<file path="src/rtl/mcp3008_scanner_if.sv">
// Byte stream from the scanner toward the FT245 transmit path.
// A byte moves when tx_valid and tx_ready are both high on a rising clock edge.
interface mcp3008_scanner_if;
  logic [7:0] tx_data;
  logic       tx_valid;
  logic       tx_ready;

  modport master (output tx_data, output tx_valid, input tx_ready);
  modport slave  (input tx_data, input tx_valid, output tx_ready);
endinterface

</file>
<file path="src/rtl/mcp3008_scanner.sv">
// MCP3008 channel scanner: runs 17-clock SPI conversions per channel, optionally averages,
// and streams each averaged sample as a {chan, 000, b9:b8} / b7:b0 byte pair.
module mcp3008_scanner #(
  parameter int unsigned CLK_DIV  = 8,
  parameter int unsigned N_CHAN   = 8,
  parameter int unsigned AVG_LOG2 = 0
) (
  input  logic              clk_in,
  input  logic              rst,
  input  logic              start,
  input  logic              cont,
  output logic              busy,
  output logic              mcp_cs_n,
  output logic              mcp_dclk,
  output logic              mcp_din,
  input  logic              mcp_dout,
  mcp3008_scanner_if.master tx
);

  localparam int unsigned AccW     = 10 + AVG_LOG2;
  localparam logic [8:0]  DivLast  = 9'(CLK_DIV - 1);
  localparam logic [8:0]  GapLast  = 9'(2 * CLK_DIV - 1);
  localparam logic [4:0]  ConvLast = 5'((1 << AVG_LOG2) - 1);
  localparam logic [2:0]  ChanLast = 3'(N_CHAN - 1);

  typedef enum logic [2:0] {
    StIdle,
    StCsSetup,
    StShift,
    StCsGap,
    StEmitHi,
    StEmitLo
  } state_e;

  state_e          state_q, state_d;
  logic [8:0]      div_q, div_d;
  logic [4:0]      edge_q, edge_d;
  logic            dclk_q, dclk_d;
  logic            din_q, din_d;
  logic [2:0]      chan_q, chan_d;
  logic [4:0]      conv_q, conv_d;
  logic [AccW-1:0] acc_q, acc_d;
  logic [9:0]      shreg_q, shreg_d;
  logic [9:0]      sample_q, sample_d;

  logic            div_last;
  logic            next_din;
  logic [AccW-1:0] acc_sum;
  logic [AccW-1:0] acc_avg;

  assign div_last = (div_q == DivLast);
  assign acc_sum  = acc_q + AccW'(shreg_q);
  assign acc_avg  = acc_sum >> AVG_LOG2;

  // edge_q counts completed rising edges; this is the command bit for the following edge
  always_comb begin
    next_din = 1'b0;
    case (edge_q)
      5'd1:    next_din = 1'b1;
      5'd2:    next_din = chan_q[2];
      5'd3:    next_din = chan_q[1];
      5'd4:    next_din = chan_q[0];
      default: next_din = 1'b0;
    endcase
  end

  always_ff @(posedge clk_in) begin
    if (rst) begin
      state_q  <= StIdle;
      div_q    <= '0;
      edge_q   <= '0;
      dclk_q   <= 1'b0;
      din_q    <= 1'b0;
      chan_q   <= '0;
      conv_q   <= '0;
      acc_q    <= '0;
      shreg_q  <= '0;
      sample_q <= '0;
    end else begin
      state_q  <= state_d;
      div_q    <= div_d;
      edge_q   <= edge_d;
      dclk_q   <= dclk_d;
      din_q    <= din_d;
      chan_q   <= chan_d;
      conv_q   <= conv_d;
      acc_q    <= acc_d;
      shreg_q  <= shreg_d;
      sample_q <= sample_d;
    end
  end

  always_comb begin
    state_d  = state_q;
    div_d    = div_q;
    edge_d   = edge_q;
    dclk_d   = dclk_q;
    din_d    = din_q;
    chan_d   = chan_q;
    conv_d   = conv_q;
    acc_d    = acc_q;
    shreg_d  = shreg_q;
    sample_d = sample_q;
    unique case (state_q)
      StIdle: begin
        if (start || cont) begin
          state_d = StCsSetup;
          div_d   = '0;
          chan_d  = '0;
          conv_d  = '0;
          acc_d   = '0;
        end
      end
      StCsSetup: begin
        if (div_last) begin
          state_d = StShift;
          div_d   = '0;
          edge_d  = '0;
          din_d   = 1'b1;
        end else begin
          div_d = div_q + 9'd1;
        end
      end
      StShift: begin
        if (!div_last) begin
          div_d = div_q + 9'd1;
        end else begin
          div_d = '0;
          if (!dclk_q) begin
            dclk_d = 1'b1;
            edge_d = edge_q + 5'd1;
            // rising edges 8..17 carry B9..B0
            if (edge_q >= 5'd7) shreg_d = {shreg_q[8:0], mcp_dout};
          end else begin
            dclk_d = 1'b0;
            if (edge_q == 5'd17) begin
              state_d = StCsGap;
              din_d   = 1'b0;
            end else begin
              din_d = next_din;
            end
          end
        end
      end
      StCsGap: begin
        if (div_q != GapLast) begin
          div_d = div_q + 9'd1;
        end else begin
          div_d  = '0;
          conv_d = conv_q + 5'd1;
          if (conv_q == ConvLast) begin
            sample_d = acc_avg[9:0];
            state_d  = StEmitHi;
          end else begin
            acc_d   = acc_sum;
            state_d = StCsSetup;
          end
        end
      end
      StEmitHi: begin
        if (tx.tx_ready) state_d = StEmitLo;
      end
      StEmitLo: begin
        if (tx.tx_ready) begin
          conv_d = '0;
          acc_d  = '0;
          if (chan_q != ChanLast) begin
            chan_d  = chan_q + 3'd1;
            state_d = StCsSetup;
          end else if (cont) begin
            chan_d  = '0;
            state_d = StCsSetup;
          end else begin
            state_d = StIdle;
          end
        end
      end
      default: state_d = StIdle;
    endcase
  end

  always_comb begin
    mcp_cs_n    = 1'b1;
    tx.tx_valid = 1'b0;
    tx.tx_data  = 8'h00;
    busy        = (state_q != StIdle);
    unique case (state_q)
      StCsSetup, StShift: mcp_cs_n = 1'b0;
      StEmitHi: begin
        tx.tx_valid = 1'b1;
        tx.tx_data  = {chan_q, 3'b000, sample_q[9:8]};
      end
      StEmitLo: begin
        tx.tx_valid = 1'b1;
        tx.tx_data  = sample_q[7:0];
      end
      default: ;
    endcase
  end

  assign mcp_dclk = dclk_q;
  assign mcp_din  = din_q;

endmodule

</file>
<file path="src/flat_wrapper.sv">
// flat-port wrapper written by rule: the top's interface ports become plain ports
module mcp3008_scanner_flat 
#(
  parameter int unsigned CLK_DIV  = 8,
  parameter int unsigned N_CHAN   = 8,
  parameter int unsigned AVG_LOG2 = 0
)
  (clk_in, rst, start, cont, busy, mcp_cs_n, mcp_dclk, mcp_din, mcp_dout, tx_tx_data, tx_tx_valid, tx_tx_ready);
  mcp3008_scanner_if tx_i ();
  input  logic clk_in;
  input  logic rst;
  input  logic start;
  input  logic cont;
  output logic busy;
  output logic mcp_cs_n;
  output logic mcp_dclk;
  output logic mcp_din;
  input  logic mcp_dout;
  output wire logic [$bits(tx_i.tx_data)-1:0] tx_tx_data;
  output wire logic [$bits(tx_i.tx_valid)-1:0] tx_tx_valid;
  input wire logic [$bits(tx_i.tx_ready)-1:0] tx_tx_ready;
  assign tx_tx_data = tx_i.tx_data;
  assign tx_tx_valid = tx_i.tx_valid;
  assign tx_i.tx_ready = tx_tx_ready;
  mcp3008_scanner #(.CLK_DIV(CLK_DIV), .N_CHAN(N_CHAN), .AVG_LOG2(AVG_LOG2)) u_core (.clk_in(clk_in), .rst(rst), .start(start), .cont(cont), .busy(busy), .mcp_cs_n(mcp_cs_n), .mcp_dclk(mcp_dclk), .mcp_din(mcp_din), .mcp_dout(mcp_dout), .tx(tx_i));
endmodule
</file>
<file path="config.mk">
export PLATFORM = sky130hd
export DESIGN_NAME = mcp3008_scanner_flat
export DESIGN_NICKNAME = d
export VERILOG_FILES = /design/src/rtl/mcp3008_scanner_if.sv /design/src/rtl/mcp3008_scanner.sv /design/src/flat_wrapper.sv
export SDC_FILE = /design/constraint.sdc
export NUM_CORES = 1
export LEC_CHECK = 0
export ABC_CLOCK_PERIOD_IN_PS = 4880
export CORE_ASPECT_RATIO = 1.75
export CORE_MARGIN = 4
export CORE_UTILIZATION = 35
export DETAILED_ROUTE_END_ITERATION = 8
export PLACE_DENSITY = 0.48
export SLEW_MARGIN = 40
export SYNTH_ARGS = -nofsm -noshare
export SYNTH_HDL_FRONTEND = slang
export SYNTH_SLANG_ARGS = --single-unit
</file>
<file path="constraint.sdc">
create_clock -name clk_in -period 4.88 [get_ports clk_in]
set_clock_uncertainty 0.15 [all_clocks]
set_input_delay 0.976 -clock clk_in [delete_from_list [all_inputs] [get_ports clk_in]]
set_output_delay 0.976 -clock clk_in [all_outputs]
set_load 0.005 [all_outputs]
</file>
# [Word level (Yosys, flattened, before mapping)]
# Index checks and enable logic that the tools add are counted.
[totals] ff_bits=57 output_inout_bits=13 inputBits=6
[classes] magnitude_cmp=1 n_reduce_logical=20 addsub=5 eq_ne=24 muxes=44 bitwise=2
[op_table] cell="3-bit two-way mux" count=14
[op_table] cell="10-bit two-way mux" count=4
[op_table] cell="5-bit two-way mux" count=6
[op_table] cell="10-bit one-hot mux with 3 select lines" count=1
[op_table] cell="9-bit two-way mux" count=3
[op_table] cell="9-bit one-hot mux with 3 select lines" count=1
[op_table] cell="4-bit AND reduction" count=5
[op_table] cell="3-bit one-hot mux with 6 select lines" count=1
[op_table] cell="8-bit one-hot mux with 2 select lines" count=1
[op_table] cell="5-bit one-hot mux with 3 select lines" count=1
[op_table] cell="10-bit adder" count=1
[op_table] cell="5-bit by 1-bit adder with 5-bit output (second input constant)" count=2
[op_table] cell="5-bit by 2-bit == test with 1-bit output (second input constant)" count=2
[op_table] cell="2-bit by 1-bit inequality test with 1-bit output (second input constant)" count=5
[op_table] cell="2-bit inequality test (second input constant)" count=5
[op_table] cell="5-bit one-hot mux with 2 select lines" count=1
[op_table] cell="9-bit by 1-bit adder with 9-bit output (second input constant)" count=1
[op_table] cell="9-bit by 3-bit == test with 1-bit output (second input constant)" count=1
[op_table] cell="9-bit by 4-bit inequality test with 1-bit output (second input constant)" count=1
[op_table] cell="3-bit nonzero test" count=3
[op_table] cell="1-bit two-way mux" count=8
[op_table] cell="8-bit AND reduction" count=1
[op_table] cell="3-bit by 2-bit == test with 1-bit output (second input constant)" count=2
[op_table] cell="3-bit == test (second input constant)" count=2
[op_table] cell="20 further kinds" count=24

# [Longest topological paths before layout]
# Gate-level depths: netlist (run 1).
[logic_depth] word_depth=6 mapped_depth=8 mapped_depth_nobuf=7

# [Worst setup path after synthesis (run 1)]
# OpenSTA, ideal clock, no wires.
[synth_path] path_type="register to output" from="reg u_core.state_q[0]" to="out tx_tx_data[0]" stages_incl_launch_ff=6 n_path_buf=3 t_required_ns=3.754 path_slack_ns=2.354 arrival_time_ns=1.400 path_cell_list="dfxtp_1 clkbuf_1 clkbuf_1 buf_1 mux2i_1 nor2_1"
[synth_between] elab_chain_cells=2
[synth_rtl] item="from (decl)" line_no="mcp3008_scanner.sv:35" text="state_e state_q, state_d;"
[synth_rtl] item="from (signal assigned)" line_no="mcp3008_scanner.sv:69" text="state_q <= StIdle;"
[synth_rtl] item="from (signal assigned)" line_no="mcp3008_scanner.sv:80" text="state_q <= state_d;"
[synth_rtl] item="3-bit == test" line_no="mcp3008_scanner.sv:187" text="unique case (state_q)"
[synth_rtl] item="8-bit one-hot mux with 2 select lines (*)" line_no="mcp3008_scanner.sv:187"
[synth_rtl] item="to (decl)" line_no="flat_wrapper.sv:19" text="output wire logic [$bits(tx_i.tx_data)-1:0] tx_tx_data;"
# Mark *: on every way between the ends. The rest lies on a longest branch, timed or not.

# [Final worst setup path (run 1)]
[layout_path] from="reg u_core.state_q[2]" to="out tx_tx_data[3]"
# Same word-level chain as after synthesis.

==> impl_metrics.tcl, run 1 <==
set metrics [dict create \
    ys_ff_latch 57 \
    die_x_um 81.7 \
    cp_cell_sequence "nand2_1 > inv_1 > and3_1 > clkdlybuf4s50_1" \
    cts-root-buf "clkbuf_16" \
    synth.area.top_cells "dfxtp_1, ha_1, nor2_1, mux2i_1, nand2_1" \
    ys.flop_type "dfxtp_1" \
    syn_inst 408 \
    antenna_left 0 \
    setup_viol 0 \
    area_growth_pct 16.5 \
    syn_area_um2 3330 \
    cts_tree "yes" \
    min_path_type "reg -> reg" \
    slew_violations 0 \
    r2r_cells 7 \
    max-clock-path-buffers 2 \
    fin_crit_ns 3.39 \
    p_per_area_nw_per_um2 298 \
    cts_hold_buf 0 \
    slowest_delay_ns 0.70 \
    layout_setup_ws_ns 1.49 \
    rrSetupSlack_ns 1.88 \
    post_drt_wl_per_cell_um 16.1 \
    vias 2969 \
    rows 46 \
    path_clk_slew_ns 0.05 \
    nets 443 \
    synth_edf_count 0 \
    start_util_pct 36.3 \
    drc 0 \
    grt_pass1_wl_um 14400 \
    end_kind "output pin" \
    detail_route.vias_per_cell 5.49 \
    cts_setup_buffers 0 \
    slew_headroom_pct 48.9 \
    p_total_mw 1.16 \
    dieHeight_um 137 \
    cp_top_family "buffers and inverters" \
    grt_pass1_vias 2987 \
    worstSkewPairLatency_ns 0.33 \
    post-route-period-util_pct 69.6 \
    synth_fp_nets 433 \
    drive_gt1_share_pct 6.89 \
    pre_cts_ws_ns 1.57 \
    worstPathArrival_ns 2.27 \
    outcome "completed" \
    cp.required_ns 3.75 \
    startpoint_type "flip-flop" \
    synth_area_per_cell_um2 8.15 \
    p_leak_nw 1.42 \
    overflow 0 \
    synth-async-reset-ratio_pct 0 \
    fin_setup_tns_ns 0 \
    clock_sinks 57 \
    critPathMaxFanout 18 \
    dr.first_iter.drc_count 96 \
    ctsResizeCount 0 \
    r2r-start "u_core.conv_q[0]" \
    netlist_top_cells_count "dfxtp_1, nor2_1, nand2_1" \
    worst_path_max_delay_cell "dfxtp_1" \
    synthDistinctLibCells 62 \
    cts_made_buffers 9 \
    rsz0062_at_grt "no" \
    hold_path_depth 2 \
    timing_hold_violations_final 0 \
    fmax_ghz 0.295 \
    grt_max_degree 56 \
    synth_top_area_share_pct 34.3 \
    place_hpwl_um 6470 \
    synth_sequential_area_ratio_pct 34.3 \
    num_antenna_cells 0 \
    worstReg2RegEnd "u_core.sample_q[9]" \
    worst_slew_pin_slew_ns 0.765 \
    synth_most_common_cell "dfxtp_1" \
    peakVddDrop_mv 0.194 \
    holdPathEnd "u_core.sample_q[4]" \
    dieArea_um2 11200 \
    min_from "u_core.sample_q[4]" \
    synth_top_cell_by_area "dfxtp_1" \
    io_pins 19 \
    cp_num_buf_inv 2 \
    crit_type "reg -> out" \
    final.fill_count 949 \
    cap_violations 0 \
    grt_use_total_pct 17.2 \
    io_buffers 18 \
    place_congestion 0.816 \
    first_pass_iters 4 \
    routed_wl_um 8690 \
    antenna_found_initial 0 \
    core_um2 9150 \
    ys_warn_count 0 \
    htreeDepth 3 \
]
through the flow:
stage / area [um^2] / utilization [%] / hold slack (ns) / instances
2_1_floorplan: 3330 / - / 0.277 / 408
3_3_place_gp: 3590 / 39.2 / 0.292 / 527
3_5_place_dp: 3590 / 39.2 / 0.292 / 527
4_1_cts: 3870 / 42.3 / 0.298 / 541
5_1_grt: 3870 / 42.3 / 0.308 / 541
6_report: 3870 / 42.3 / 0.294 / 541
report_power, final:
group,switching [mW],total [mW],internal (mW)
combinational,0.0385,0.0645,0.0260
sequential,0.0120,0.482,0.470
clock,0.210,0.609,0.399
cells by family after synthesis:
family	count (synthesis)	share of synthesized area, %
and+or+nand+nor	160	23.5
buffers and inverters	39	4.48
muxes	20	6.06
adders and majority gates	19	7.37
xor gates and xnor gates	14	3.69
AOI/OAI and AO/OA	99	20.6
DFF	57	34.3
cell type report:
class	instances	area [um^2]	share of cell area [%]
clock buffer	10	239	6.17
clock inverter	4	45.0	1.16
timing repair buffer	20	190	4.91
inverter	18	67.6	1.74
sequential	57	1140	29.5
multi-input combinational	312	2040	52.7
tap	120	150	3.87
worst max path at each step:
stage / start / endpoint / slack [ns] / cells after the start
2_1_floorplan: u_core.state_q[0] / tx_tx_data[0] / 2.35 / 5
3_3_place_gp: u_core.state_q[0] / u_core.sample_q[9] / 1.77 / 5
3_5_place_dp: u_core.state_q[0] / u_core.sample_q[9] / 1.57 / 5
4_1_cts: u_core.state_q[2] / tx_tx_data[3] / 1.48 / 4
5_1_grt: u_core.state_q[2] / tx_tx_data[3] / 1.34 / 4
6_report: u_core.state_q[2] / tx_tx_data[3] / 1.49 / 4
sequential cells by signal, summed over array words and instances, names as in the netlist:
register and flops:
u_core.mcp_din 1, u_core.state_q 3, u_core.mcp_dclk 1, u_core.div_q 9, u_core.acc_q 10, u_core.edge_q 5
u_core.chan_q 3, u_core.conv_q 5, u_core.sample_q 10, u_core.shreg_q 10
routing by layer:
metal | vias up | routed length, um | global-route usage (%)
li1 | 1499 | - | -
met1 | 1434 | 3460 | 18.2
met2 | 24 | 4870 | 31.7
met3 | 12 | 186 | 3.82
met4 | 0 | 172 | 7.30
met5 | - | 0 | 0
placed cells by master (no fill, tap or decap), types with 4 or more instances in the layout:
| cell type | Yosys | routed |
|---|---|---|
| inv_1 | 18 | 18 |
| dfxtp_1 | 57 | 56 |
| o211ai_1 | 4 | 4 |
| and3_1 | 9 | 9 |
| o31ai_1 | 4 | 4 |
| a31oi_1 | 5 | 5 |
| nor2_1 | 53 | 53 |
| mux2i_1 | 19 | 19 |
| nand3_1 | 9 | 9 |
| clkbuf_16 | 0 | 9 |
| a21o_1 | 6 | 6 |
| nand2b_1 | 4 | 4 |
| xor2_1 | 6 | 6 |
| xnor2_1 | 8 | 8 |
| ha_1 | 18 | 18 |
| nand4_1 | 5 | 5 |
| a21oi_1 | 29 | 29 |
| nor3_1 | 9 | 9 |
| clkdlybuf4s50_1 | 0 | 17 |
| or3_1 | 6 | 6 |
| nand2_1 | 42 | 42 |
| o21ai_0 | 16 | 16 |
worst min-delay path, cell delays in order (launching register included):
cell	delay (ns)
dfxtp_1	0.30
nand2_1	0.05
a21oi_1	0.05
Note: power is estimated with default switching activity, not from simulation.
==> run 2: changes to the inputs <==
Settings changed: ABC_CLOCK_PERIOD_IN_PS 4880 to 3300.
Clock period 4.88 ns to 3.3 ns, I/O delays scaled along.
==> impl_metrics.tcl, run 2 (synthesized netlist as in run 1, its figures left out) <==
set metrics [dict create \
    rows 46 \
    final.fill_count 940 \
    place_hpwl_um 6760 \
    routed_wl_um 8950 \
    grt_pass1_wl_um 14700 \
    antenna_left 0 \
    crit_type "reg -> out" \
    p_per_area_nw_per_um2 477 \
    routed-wl-met2_um 5000 \
    path_clk_slew_ns 0.05 \
    slew_violations 0 \
    post-route-period-util_pct 84.1 \
    core_um2 9150 \
    cap_violations 0 \
    fmax_ghz 0.360 \
    drc 0 \
    wl_met1_um 3420 \
    startpoint_type "flip-flop" \
    worstSkewPairLatency_ns 0.33 \
    multi_input_area_um2 2040 \
    first_pass_iters 4 \
    cts_setup_buffers 0 \
    antenna_found_initial 0 \
    start_util_pct 36.3 \
    cts_tree "yes" \
    fin_setup_tns_ns 0 \
    final_common_cell "dfxtp_1" \
    wl_met3_um 251 \
    ctsResizeCount 0 \
    place_congestion 0.806 \
    highest_layer "met4" \
    dr.first_iter.drc_count 145 \
    stdcell_count 548 \
    area_growth_pct 19.5 \
    critPathMaxFanout 14 \
    worstPathArrival_ns 1.96 \
    cp_cell_sequence "inv_1 > nand2_1 > inv_1 > and3_1 > clkdlybuf4s50_1" \
    slew_headroom_pct 45.3 \
    fin_crit_ns 2.77 \
    outcome "completed" \
    setup_viol 0 \
    grt_pass1_vias 3026 \
    slowest_delay_ns 0.60 \
    final_cell_mix "dfxtp_1, nor2_1, nand2_1" \
    vias 3038 \
    num_antenna_cells 0 \
    cp_top_family "buffers and inverters" \
    cp_num_buf_inv 3 \
    place_inst 532 \
    p_leak_nw 1.47 \
    min_path_type "reg -> reg" \
    timing_hold_violations_final 0 \
    io_buffers 18 \
    peakVddDrop_mv 0.244 \
    cts_hold_buf 0 \
    cp.required_ns 2.49 \
    end_kind "output pin" \
    die_x_um 81.7 \
    detail_route.vias_per_cell 5.54 \
    post_drt_wl_per_cell_um 16.3 \
    grt_max_degree 31 \
    worst_slew_pin_slew_ns 0.808 \
    dpl_cell_area_um2 3630 \
    overflow 0 \
    drive_gt1_share_pct 8.41 \
    cts-root-buf "clkbuf_16" \
    dieArea_um2 11200 \
    worst_path_most_repeated_cell "inv_1" \
    top_regs "u_core.acc_q x10, u_core.sample_q x10, u_core.shreg_q x10" \
    rsz0062_at_grt "no" \
    holdWs_ns 0.299 \
    cts_made_buffers 9 \
    nets 448 \
    max-clock-path-buffers 2 \
    regArea_um2 1140 \
    io_pins 19 \
    stdcell_area_um2 3970 \
    htreeDepth 3 \
    grt_use_total_pct 17.7 \
    worst_path_max_delay_cell "dfxtp_1" \
    clock_sinks 57 \
    dieHeight_um 137 \
]
==> run 2: worst paths after layout <==
| path | endpoint | slack, ns | from | cells past startpoint |
|---|---|---|---|---|
| worst max-delay path | tx_tx_data[3] | 0.53 | u_core.state_q[1] | 5 |
| worst min-delay path | u_core.sample_q[3] | 0.30 | u_core.sample_q[3] | 2 |
| worst max register to register | u_core.conv_q[4] | 0.72 | u_core.div_q[4] | 5 |
| worst min register to register | u_core.sample_q[3] | 0.30 | u_core.sample_q[3] | 2 |
==> run 2: final cells by class <==
cell class | instances | area share, %
multi-input cells | 312 | 51.4
clock inverters | 6 | 2.65
repair buffers | 25 | 5.73
well taps | 120 | 3.78
flip-flops and latches | 57 | 28.8
inverters | 18 | 1.70
clock buffers | 10 | 6.02
==> run 2: routing by layer <==
| layer | global-route usage, % | up-vias |
|---|---|---|
| li1 | - | 1514 |
| met1 | 17.4 | 1452 |
| met2 | 33.2 | 46 |
| met3 | 3.95 | 26 |
| met4 | 9.15 | 0 |
| met5 | 0 | - |
==> run 2: report_power, final <==
part / internal, mW / total, mW / switching (mW)
clock network: 0.753 / 1.09 / 0.336
logic: 0.0385 / 0.0947 / 0.0562
registers: 0.695 / 0.713 / 0.0182
total: 1.49 / 1.90 / 0.410
==> run 2: worst min-delay path, cell delays in order (launching register included) <==
cell and delay [ns]:
dfxtp_1 0.30, nand2_1 0.05, a21oi_1 0.05
==> run 2: metrics by stage <==
step	setup WS [ns]	power [mW]	utilization [%]
2_1_floorplan	0.930	0.791	-
3_3_place_gp	0.556	0.823	39.6
3_5_place_dp	0.514	0.823	39.7
4_1_cts	0.513	1.92	43.4
5_1_grt	0.386	1.96	43.4
6_report	0.525	1.90	43.4
